File: src/rtl/spi_pkg.sv
// spi_pkg: shared constants and FSM encoding for the spi_slave SPI endpoint.
package spi_pkg;

  localparam int WORD_W_DEF = 32;

  // Counter must hold 0..WORD_W+1 so over-long frames stay distinguishable.
  function automatic int cnt_width(input int word_w);
    return $clog2(word_w + 2);
  endfunction

  localparam int CNT_W = cnt_width(WORD_W_DEF);

  typedef enum logic [1:0] {
    WAIT_IDLE = 2'd0,
    IDLE      = 2'd1,
    SHIFT     = 2'd2
  } state_t;

endpackage

File: src/rtl/spi_slave_if.sv
// spi_slave_if: SPI pins plus the tx/rx word handshake between a master-side
// agent and the spi_slave endpoint.
interface spi_slave_if #(
  parameter int WORD_W = 32
);

  logic              sck;
  logic              cs;
  logic              mosi;
  logic              miso;
  logic [WORD_W-1:0] tx_data;
  logic              tx_valid;
  logic              tx_ready;
  logic [WORD_W-1:0] rx_data;
  logic              rx_valid;
  logic              frame_err;
  logic              busy;

  modport slave (
    input  sck, cs, mosi, tx_data, tx_valid,
    output miso, tx_ready, rx_data, rx_valid, frame_err, busy
  );

  modport master (
    output sck, cs, mosi, tx_data, tx_valid,
    input  miso, tx_ready, rx_data, rx_valid, frame_err, busy
  );

endinterface

File: src/rtl/spi_sync_edge.sv
// spi_sync_edge: multi-flop synchroniser for one asynchronous input with
// single-cycle rise/fall pulses taken against one extra registered copy.
module spi_sync_edge #(
  parameter int SYNC_STAGES = 2
) (
  input  logic clk,
  input  logic rst,
  input  logic din,
  output logic rise,
  output logic fall
);

  logic [SYNC_STAGES-1:0] sync_q;
  logic                   prev_q;
  logic                   lvl;

  // Chain resets low: an input already high leaves reset as a clean rise.
  always_ff @(posedge clk) begin
    if (rst) begin
      sync_q <= '0;
      prev_q <= 1'b0;
    end else begin
      sync_q <= {sync_q[SYNC_STAGES-2:0], din};
      prev_q <= sync_q[SYNC_STAGES-1];
    end
  end

  assign lvl  = sync_q[SYNC_STAGES-1];
  assign rise = lvl & ~prev_q;
  assign fall = ~lvl & prev_q;

endmodule

File: src/rtl/spi_slave.sv
// spi_slave: SPI mode-0 peripheral endpoint, one WORD_W-bit word per cs-low frame.
// Build option SPI_SLAVE_ECHO_EN: on tx underrun, echo the last received word instead of zero.
module spi_slave
  import spi_pkg::*;
#(
  parameter int WORD_W      = WORD_W_DEF,
  parameter int SYNC_STAGES = 2
) (
  input logic        clk,
  input logic        rst,
  spi_slave_if.slave bus
);

  localparam int            CW       = cnt_width(WORD_W);
  localparam logic [CW-1:0] CNT_WORD = CW'(WORD_W);
  localparam logic [CW-1:0] CNT_LAST = CW'(WORD_W - 1);
  localparam logic [CW-1:0] CNT_SAT  = CW'(WORD_W + 1);

  state_t state, state_nxt;

  logic                   sck_rise, sck_fall;
  logic                   cs_rise, cs_fall;
  logic [SYNC_STAGES-1:0] mosi_sync;
  logic                   mosi_s;

  logic [CW-1:0]          cnt, cnt_nxt;
  logic [WORD_W-2:0]      rx_sh;
  logic [WORD_W-1:0]      rx_word;
  logic [WORD_W-1:0]      rx_data;
  logic [WORD_W-1:0]      tx_sh;
  logic [WORD_W-1:0]      buf_data;
  logic [WORD_W-1:0]      underrun_word;
  logic                   buf_full;
  logic                   rx_valid, frame_err;
  logic                   busy, miso;
  logic                   shift_in, shift_out, consume, accept, word_done;

  function automatic logic [CW-1:0] sat_inc(input logic [CW-1:0] c);
    return (c == CNT_SAT) ? c : c + CW'(1);
  endfunction

  // Input conditioning
  spi_sync_edge #(.SYNC_STAGES(SYNC_STAGES)) u_sck_sync (
    .clk (clk),
    .rst (rst),
    .din (bus.sck),
    .rise(sck_rise),
    .fall(sck_fall)
  );

  spi_sync_edge #(.SYNC_STAGES(SYNC_STAGES)) u_cs_sync (
    .clk (clk),
    .rst (rst),
    .din (bus.cs),
    .rise(cs_rise),
    .fall(cs_fall)
  );

  always_ff @(posedge clk) begin
    mosi_sync <= {mosi_sync[SYNC_STAGES-2:0], bus.mosi};
  end

  assign mosi_s = mosi_sync[SYNC_STAGES-1];

  // FSM state register
  always_ff @(posedge clk) begin
    if (rst) state <= WAIT_IDLE;
    else     state <= state_nxt;
  end

  // FSM next state; the cs chain resets low, so "cs high" appears as cs_rise
  always_comb begin
    state_nxt = state;
    unique case (state)
      WAIT_IDLE: if (cs_rise) state_nxt = IDLE;
      IDLE:      if (cs_fall) state_nxt = SHIFT;
      SHIFT:     if (cs_rise) state_nxt = IDLE;
      default:   state_nxt = WAIT_IDLE;
    endcase
  end

  // FSM outputs
  always_comb begin
    busy = (state == SHIFT);
    miso = busy && tx_sh[WORD_W-1];
  end

  // Frame-level events; cnt_nxt already includes a same-cycle sck_rise
  always_comb begin
    shift_in  = (state == SHIFT) && sck_rise;
    shift_out = (state == SHIFT) && sck_fall && (cnt != '0);
    consume   = (state == IDLE) && cs_fall;
    accept    = bus.tx_valid && !buf_full;
    cnt_nxt   = shift_in ? sat_inc(cnt) : cnt;
    rx_word   = {rx_sh, mosi_s};
    word_done = shift_in && (cnt == CNT_LAST);
  end

`ifdef SPI_SLAVE_ECHO_EN
  assign underrun_word = rx_data;
`else
  assign underrun_word = '0;
`endif

  // Control state
  always_ff @(posedge clk) begin
    if (rst) begin
      cnt       <= '0;
      buf_full  <= 1'b0;
      rx_valid  <= 1'b0;
      frame_err <= 1'b0;
      rx_data   <= '0;
    end else begin
      if (consume)       cnt <= '0;
      else if (shift_in) cnt <= cnt_nxt;

      // A new word accepted in the consume cycle stays buffered.
      if (accept)       buf_full <= 1'b1;
      else if (consume) buf_full <= 1'b0;

      rx_valid  <= word_done;
      frame_err <= (state == SHIFT) && cs_rise && (cnt_nxt != CNT_WORD);
      if (word_done) rx_data <= rx_word;
    end
  end

  // Data path
  always_ff @(posedge clk) begin
    if (accept)   buf_data <= bus.tx_data;
    if (shift_in) rx_sh    <= rx_word[WORD_W-2:0];
    if (consume)        tx_sh <= buf_full ? buf_data : underrun_word;
    else if (shift_out) tx_sh <= {tx_sh[WORD_W-2:0], 1'b0};
  end

  assign bus.miso      = miso;
  assign bus.tx_ready  = !buf_full;
  assign bus.rx_data   = rx_data;
  assign bus.rx_valid  = rx_valid;
  assign bus.frame_err = frame_err;
  assign bus.busy      = busy;

endmodule

File: src/flat_wrapper.sv
// flat-port wrapper written by rule: the top's interface ports become plain ports
module spi_slave_flat import spi_pkg::*;
#(
  parameter int WORD_W      = WORD_W_DEF,
  parameter int SYNC_STAGES = 2
)
  (clk, rst, bus_sck, bus_cs, bus_mosi, bus_tx_data, bus_tx_valid, bus_miso, bus_tx_ready, bus_rx_data, bus_rx_valid, bus_frame_err, bus_busy);
  spi_slave_if #(.WORD_W(WORD_W)) bus_i ();
  input logic clk;
  input logic rst;
  input wire logic [$bits(bus_i.sck)-1:0] bus_sck;
  input wire logic [$bits(bus_i.cs)-1:0] bus_cs;
  input wire logic [$bits(bus_i.mosi)-1:0] bus_mosi;
  input wire logic [$bits(bus_i.tx_data)-1:0] bus_tx_data;
  input wire logic [$bits(bus_i.tx_valid)-1:0] bus_tx_valid;
  output wire logic [$bits(bus_i.miso)-1:0] bus_miso;
  output wire logic [$bits(bus_i.tx_ready)-1:0] bus_tx_ready;
  output wire logic [$bits(bus_i.rx_data)-1:0] bus_rx_data;
  output wire logic [$bits(bus_i.rx_valid)-1:0] bus_rx_valid;
  output wire logic [$bits(bus_i.frame_err)-1:0] bus_frame_err;
  output wire logic [$bits(bus_i.busy)-1:0] bus_busy;
  assign bus_i.sck = bus_sck;
  assign bus_i.cs = bus_cs;
  assign bus_i.mosi = bus_mosi;
  assign bus_i.tx_data = bus_tx_data;
  assign bus_i.tx_valid = bus_tx_valid;
  assign bus_miso = bus_i.miso;
  assign bus_tx_ready = bus_i.tx_ready;
  assign bus_rx_data = bus_i.rx_data;
  assign bus_rx_valid = bus_i.rx_valid;
  assign bus_frame_err = bus_i.frame_err;
  assign bus_busy = bus_i.busy;
  spi_slave #(.WORD_W(WORD_W), .SYNC_STAGES(SYNC_STAGES)) u_core (.clk(clk), .rst(rst), .bus(bus_i));
endmodule
File: config.mk
export PLATFORM = sky130hd
export DESIGN_NAME = spi_slave_flat
export DESIGN_NICKNAME = d
export VERILOG_FILES = /design/src/rtl/spi_pkg.sv /design/src/rtl/spi_slave_if.sv /design/src/rtl/spi_sync_edge.sv /design/src/rtl/spi_slave.sv /design/src/flat_wrapper.sv
export SDC_FILE = /design/constraint.sdc
export NUM_CORES = 1
export LEC_CHECK = 0
export ABC_AREA = 1
export CAP_MARGIN = 20
export CORE_MARGIN = 3
export CORE_UTILIZATION = 50
export DETAILED_ROUTE_END_ITERATION = 12
export PLACE_DENSITY_LB_ADDON = 0.1
export SETUP_SLACK_MARGIN = 0.02
export SYNTH_ARGS = -nofsm -noshare
export SYNTH_HDL_FRONTEND = slang
export SYNTH_SLANG_ARGS = --single-unit
export TNS_END_PERCENT = 5
File: constraint.sdc
create_clock -name clk -period 6.6 [get_ports clk]
set_input_delay 1.98 -clock clk [delete_from_list [all_inputs] [get_ports clk]]
set_output_delay 1.98 -clock clk [all_outputs]
set_load 0.02 [all_outputs]
=== Word-level counts from Yosys, hierarchy flattened ===
Cells that the tools add are included.

* Register bits after elaboration: 146
* Input port bits: 38
* Output and inout port bits: 37
* Logic and storage cells: 57

* $add $sub $neg: 1
* Equal/unequal tests: 7
* Mux-type cells: 10
* Bitwise operators: 8
* Reduce and logical (&&, ||, !) cells: 17

{| class="wikitable"
|+ Operators by type and width
! operator !! count
|-
| $mux 32 || 3
|-
| $mux 6 || 2
|-
| $logic_and 1x1->1 || 9
|-
| $add 6x1->6 const B || 1
|-
| $eq 6x5->1 const B || 1
|-
| $eq 6x6->1 const B || 1
|-
| $ne 6x6->1 const B || 1
|-
| $reduce_bool 6->1 || 1
|-
| $and 1x1->1 || 4
|-
| $mux 2 || 2
|-
| $ne 2x1->1 const B || 2
|-
| $not 1->1 || 4
|-
| $pmux 2 s2 || 1
|-
| $reduce_bool 2->1 || 2
|-
| $reduce_or 2->1 || 2
|-
| $eq 2x1->1 const B || 1
|-
| $eq 2x2->1 const B || 1
|-
| $logic_not 2->1 || 1
|-
| $mux 1 || 2
|-
| $reduce_and 2->1 || 1
|-
| $logic_not 1->1 || 1
|}

=== Depth between registers and ports, before layout ===
* Word-level depth: 6
* Depth in mapped cells: 11
* Mapped depth without buffers: 11

=== Cells and area by module ===
A second synthesis with hierarchy kept.

* Cells, all modules: 461
* Area total of the unflattened synthesis: 5355.1 um^2

{| class="wikitable"
|+ By module, submodules not included
! module !! times used !! cells an instance !! area each (um^2) !! sequential area each (um^2)
|-
| spi_slave || 1 || 437 || 5167.5 || 3753.6
|-
| spi_sync_edge || 2 || 12 || 93.8 || 60.1
|}

=== Worst setup path before layout ===
Ideal clock, no wire load.

* Kind: in2reg
* From: input bus_tx_valid
* To: register u_core.buf_data[0], enable pin
* Setup time: 422 ps
* Arrival: 3369 ps
* Data required time: 6178 ps
* Path slack: 2809 ps
* Stages: 2
* Path buffers: 0
* Cells stage by stage: inv_1 nor2_1

* Longest elaborated chain between the ends: 1

{| class="wikitable"
|+ RTL lines
! what !! RTL line !! source
|-
| start: declaration || flat_wrapper.sv:15 || <nowiki>input wire logic [$bits(bus_i.tx_valid)-1:0] bus_tx_valid;</nowiki>
|-
| $logic_and 1x1->1 || spi_slave.sv:93 || <nowiki>accept = bus.tx_valid && !buf_full;</nowiki>
|-
| named net u_core.accept || spi_slave.sv:36 || <nowiki>logic shift_in, shift_out, consume, accept, word_done;</nowiki>
|-
| end signal: assignment || spi_slave.sv:129 || <nowiki>if (accept) buf_data <= bus.tx_data;</nowiki>
|-
| end: declaration || spi_slave.sv:31 || <nowiki>logic [WORD_W-1:0] buf_data;</nowiki>
|}

The timed path passes the listed nets, and every way through them passes these cells.
A chain may end at the register's enable or synchronous reset.

=== Final worst setup path ===
* From: register u_core.state[0]
* To: output bus_busy

* Longest elaborated chain between the ends: 1

{| class="wikitable"
|+ RTL lines
! what !! RTL line !! source
|-
| start: declaration || spi_slave.sv:19 || <nowiki>state_t state, state_nxt;</nowiki>
|-
| start signal: assignment || spi_slave.sv:68 || <nowiki>else state <= state_nxt;</nowiki>
|-
| $eq 2x2->1 || spi_slave.sv:84 || <nowiki>busy = (state == SHIFT);</nowiki>
|-
| end: declaration || flat_wrapper.sv:21 || <nowiki>output wire logic [$bits(bus_i.busy)-1:0] bus_busy;</nowiki>
|}

Every way passes these cells.

==> metrics <==
status=completed; Hold Slack=0.332 ns; DP Cell Count=647; Synth cell types=21; vias post-DR=3390; critical path class=flop to output pin; RSZ-0062 raised after global routing=false; # IOs=75; Mapped Cells=461; # setup viols final=0; core area=10000 um2; worst hold endpoint=u_core.mosi_sync[1]$_DFF_P_; largest net degree at the start of global routing=66; Area growth, synth to finish=28.0%; Setup Skew=0.00920 ns; Worst Path Buf+Inv=3; first-pass GRT wire length=15.4 mm; count of cells resized by post-cts repair=0; row count=36; final std cells w/o fill=682; post-synthesis compound-gate area fraction=0.0688; FMAX=261 MHz; Design Power=1960 uW; Peak supply drop=0.183 mV; cell family with the largest share of critical-path delay=buffers and inverters; crit path DAT=1.85 ns; Setup TNS Final=0 ns; ANT nets after route=0; gr ovfl total=0; final wirelength=9.60 mm; reg-to-reg endpoint=u_core.tx_sh[6]$_DFFE_PP_; Starting Density=0.525; Yosys reg bits=146; GRT Total Usage=0.170; slowest cell on the critical path=clkdlybuf4s50_1; R2R cell count=5; CTS tree=built; Residual DRC=0; wire per inst=14.1 um; largest family of logic cells by synthesized area=simple AND/OR/NAND/NOR gates; leakage power=0.00255 uW; Max Cap Viol=0; DR iter-0 viols=218; Fin. Hold Viols=0; max incr delay on CP=0.65 ns; initial antenna violation count=0; GPL Wtd Cong=0.762; xor/xnor share of the synthesized area=0; Die ar.=11800 um2; Worst R2R Setup Slack=4.39 ns; vias in the first global route=3201; Clock transition at path regs=0.06 ns; Clock Tree Buf Depth=2; Crit. Startpoint=u_core.state[0]$_SDFFE_PP0P_; post-DP HPWL=5.77 mm; slew margin rel.=0.308; Clock Latency Late Sink=0.51 ns; hold path startpoint=u_core.mosi_sync[0]$_DFF_P_; critical path, cell by cell=inv_2 -> nand2_1 -> inv_1 -> clkdlybuf4s50_1; multiplexer area fraction after synthesis=0; vias per cell=4.97; Critical R2R Launch=u_core.cnt[0]$_SDFFE_PP0N_; PwrDens=291 nW/um2; Hold Crit Class=flop to flop; Ant. Diodes=0; Cell Area, Synth=5250 um2; share of cells above drive strength 1=0.0820; Post-CTS Hold Buffers=0; # nets final=577; CTS root buf=clkbuf_8; register area share after synthesis=0.737; CTS Sinks=146; synth warn=0; syn_nets=502; CP required=4.62 ns; DIE WIDTH=108 um; crit start category=flop; input/output buffers=74; DR pass1 iterations=5; FILL cells=765; post-synthesis adder-cell area fraction=0.00715; CP Capture Type=output pin; H-Tree Depth=4; Post-Synth Simple-Gate Area=0.147; Period Utilization, post-route=0.580; CP max FO=5; Tmin final=3.83 ns; Post-CTS Setup Repair Bufs=0; worst slew pin tran=1.03 ns; Num CTS Buffers=17; die height=108 um; max-slew violations=0; Hold Path Stages=0; mean area per synthesized cell=11.4 um2
[report_power, final]
group,internal (uW),switching [uW]
Clock,557,363
Sequential,983,4.24
Combinational,25.0,23.9
Total,1560,392
[registers in the layout, indices dropped and copies added, names as in the netlist, 6 cells and up]
| name | count |
|---|---|
| u_core.tx_sh | 32 |
| u_core.cnt | 6 |
| u_core.bus.rx_data | 32 |
| u_core.rx_sh | 31 |
| u_core.buf_data | 32 |
[layout by cell type (no fill, tap or decap), drive strengths merged]
| cell | count |
|---|---|
| ha | 3 |
| nand4 | 4 |
| o21ai | 66 |
| bufinv | 2 |
| clkinvlp | 2 |
| o211ai | 1 |
| dfxtp | 51 |
| edfxtp | 95 |
| a21oi | 4 |
| nor2 | 90 |
| clkinv | 5 |
| inv | 29 |
| nand2 | 88 |
| nor3 | 1 |
| buf | 4 |
| clkbuf | 19 |
| clkdlybuf4s50 | 74 |
| nand3 | 11 |
[cell usage after synthesis]
master	instances	area share
nand2_1	86	0.061
ha_1	3	0.0071
clkbuf_1	14	0.010
nand3_1	11	0.010
inv_2	2	0.0014
nor3_4	1	0.0031
o21ai_2	1	0.0017
a21oi_1	4	0.0038
nand2_2	2	0.0024
o21ai_0	55	0.052
nand4_1	4	0.0048
buf_2	4	0.0038
buf_6	3	0.0064
inv_1	23	0.016
o211ai_1	1	0.0014
nor2_2	1	0.0012
edfxtp_1	95	0.54
o21ai_1	10	0.0095
clkbuf_4	1	0.0014
nor2_1	89	0.064
dfxtp_1	51	0.19
[final cells by class]
type,instances,area (um2),area share
clock inverters,13,131,0.0195
inverters,25,93.8,0.0140
well taps,133,166,0.0247
repair buffers,78,816,0.121
clock buffers,19,442,0.0657
multi-input cells,268,1200,0.179
flip-flops and latches,146,3870,0.576
[how the worst max path moves through the flow]
stage                                   endpoint  slack [ns]  cells after the start
floorplan           u_core.buf_data[0]$_DFFE_PP_        2.81                      2
global placement      u_core.cnt[5]$_SDFFE_PP0N_        2.72                      4
detailed placement    u_core.cnt[5]$_SDFFE_PP0N_        2.65                      4
CTS                                     bus_busy        2.73                      4
global route                            bus_busy        2.67                      4
finish                                  bus_busy        2.77                      4
[through the flow]
step	utilization	setup slack (ns)	cell area, um2
global route	0.673	2.67	6730
detailed placement	0.608	2.65	6080
global placement	0.608	2.72	6080
CTS	0.666	2.73	6660
floorplan	-	2.81	5250
finish	0.673	2.77	6730
[kinds of logic after synthesis]
logic type,count (synthesis)
adder cells (fa/ha/maj),3
flip-flops,146
buffers and inverters,47
AND/OR/NAND/NOR,194
AO/OA/AOI/OAI,71
[routing by layer]
layer | wire length [um] | global-route usage
met2 | 4600 | 0.260
met3 | 408 | 0.0460
met5 | 0 | 0
met1 | 4470 | 0.236
met4 | 132 | 0.0604
Note: power is estimated with default switching activity, not from simulation.
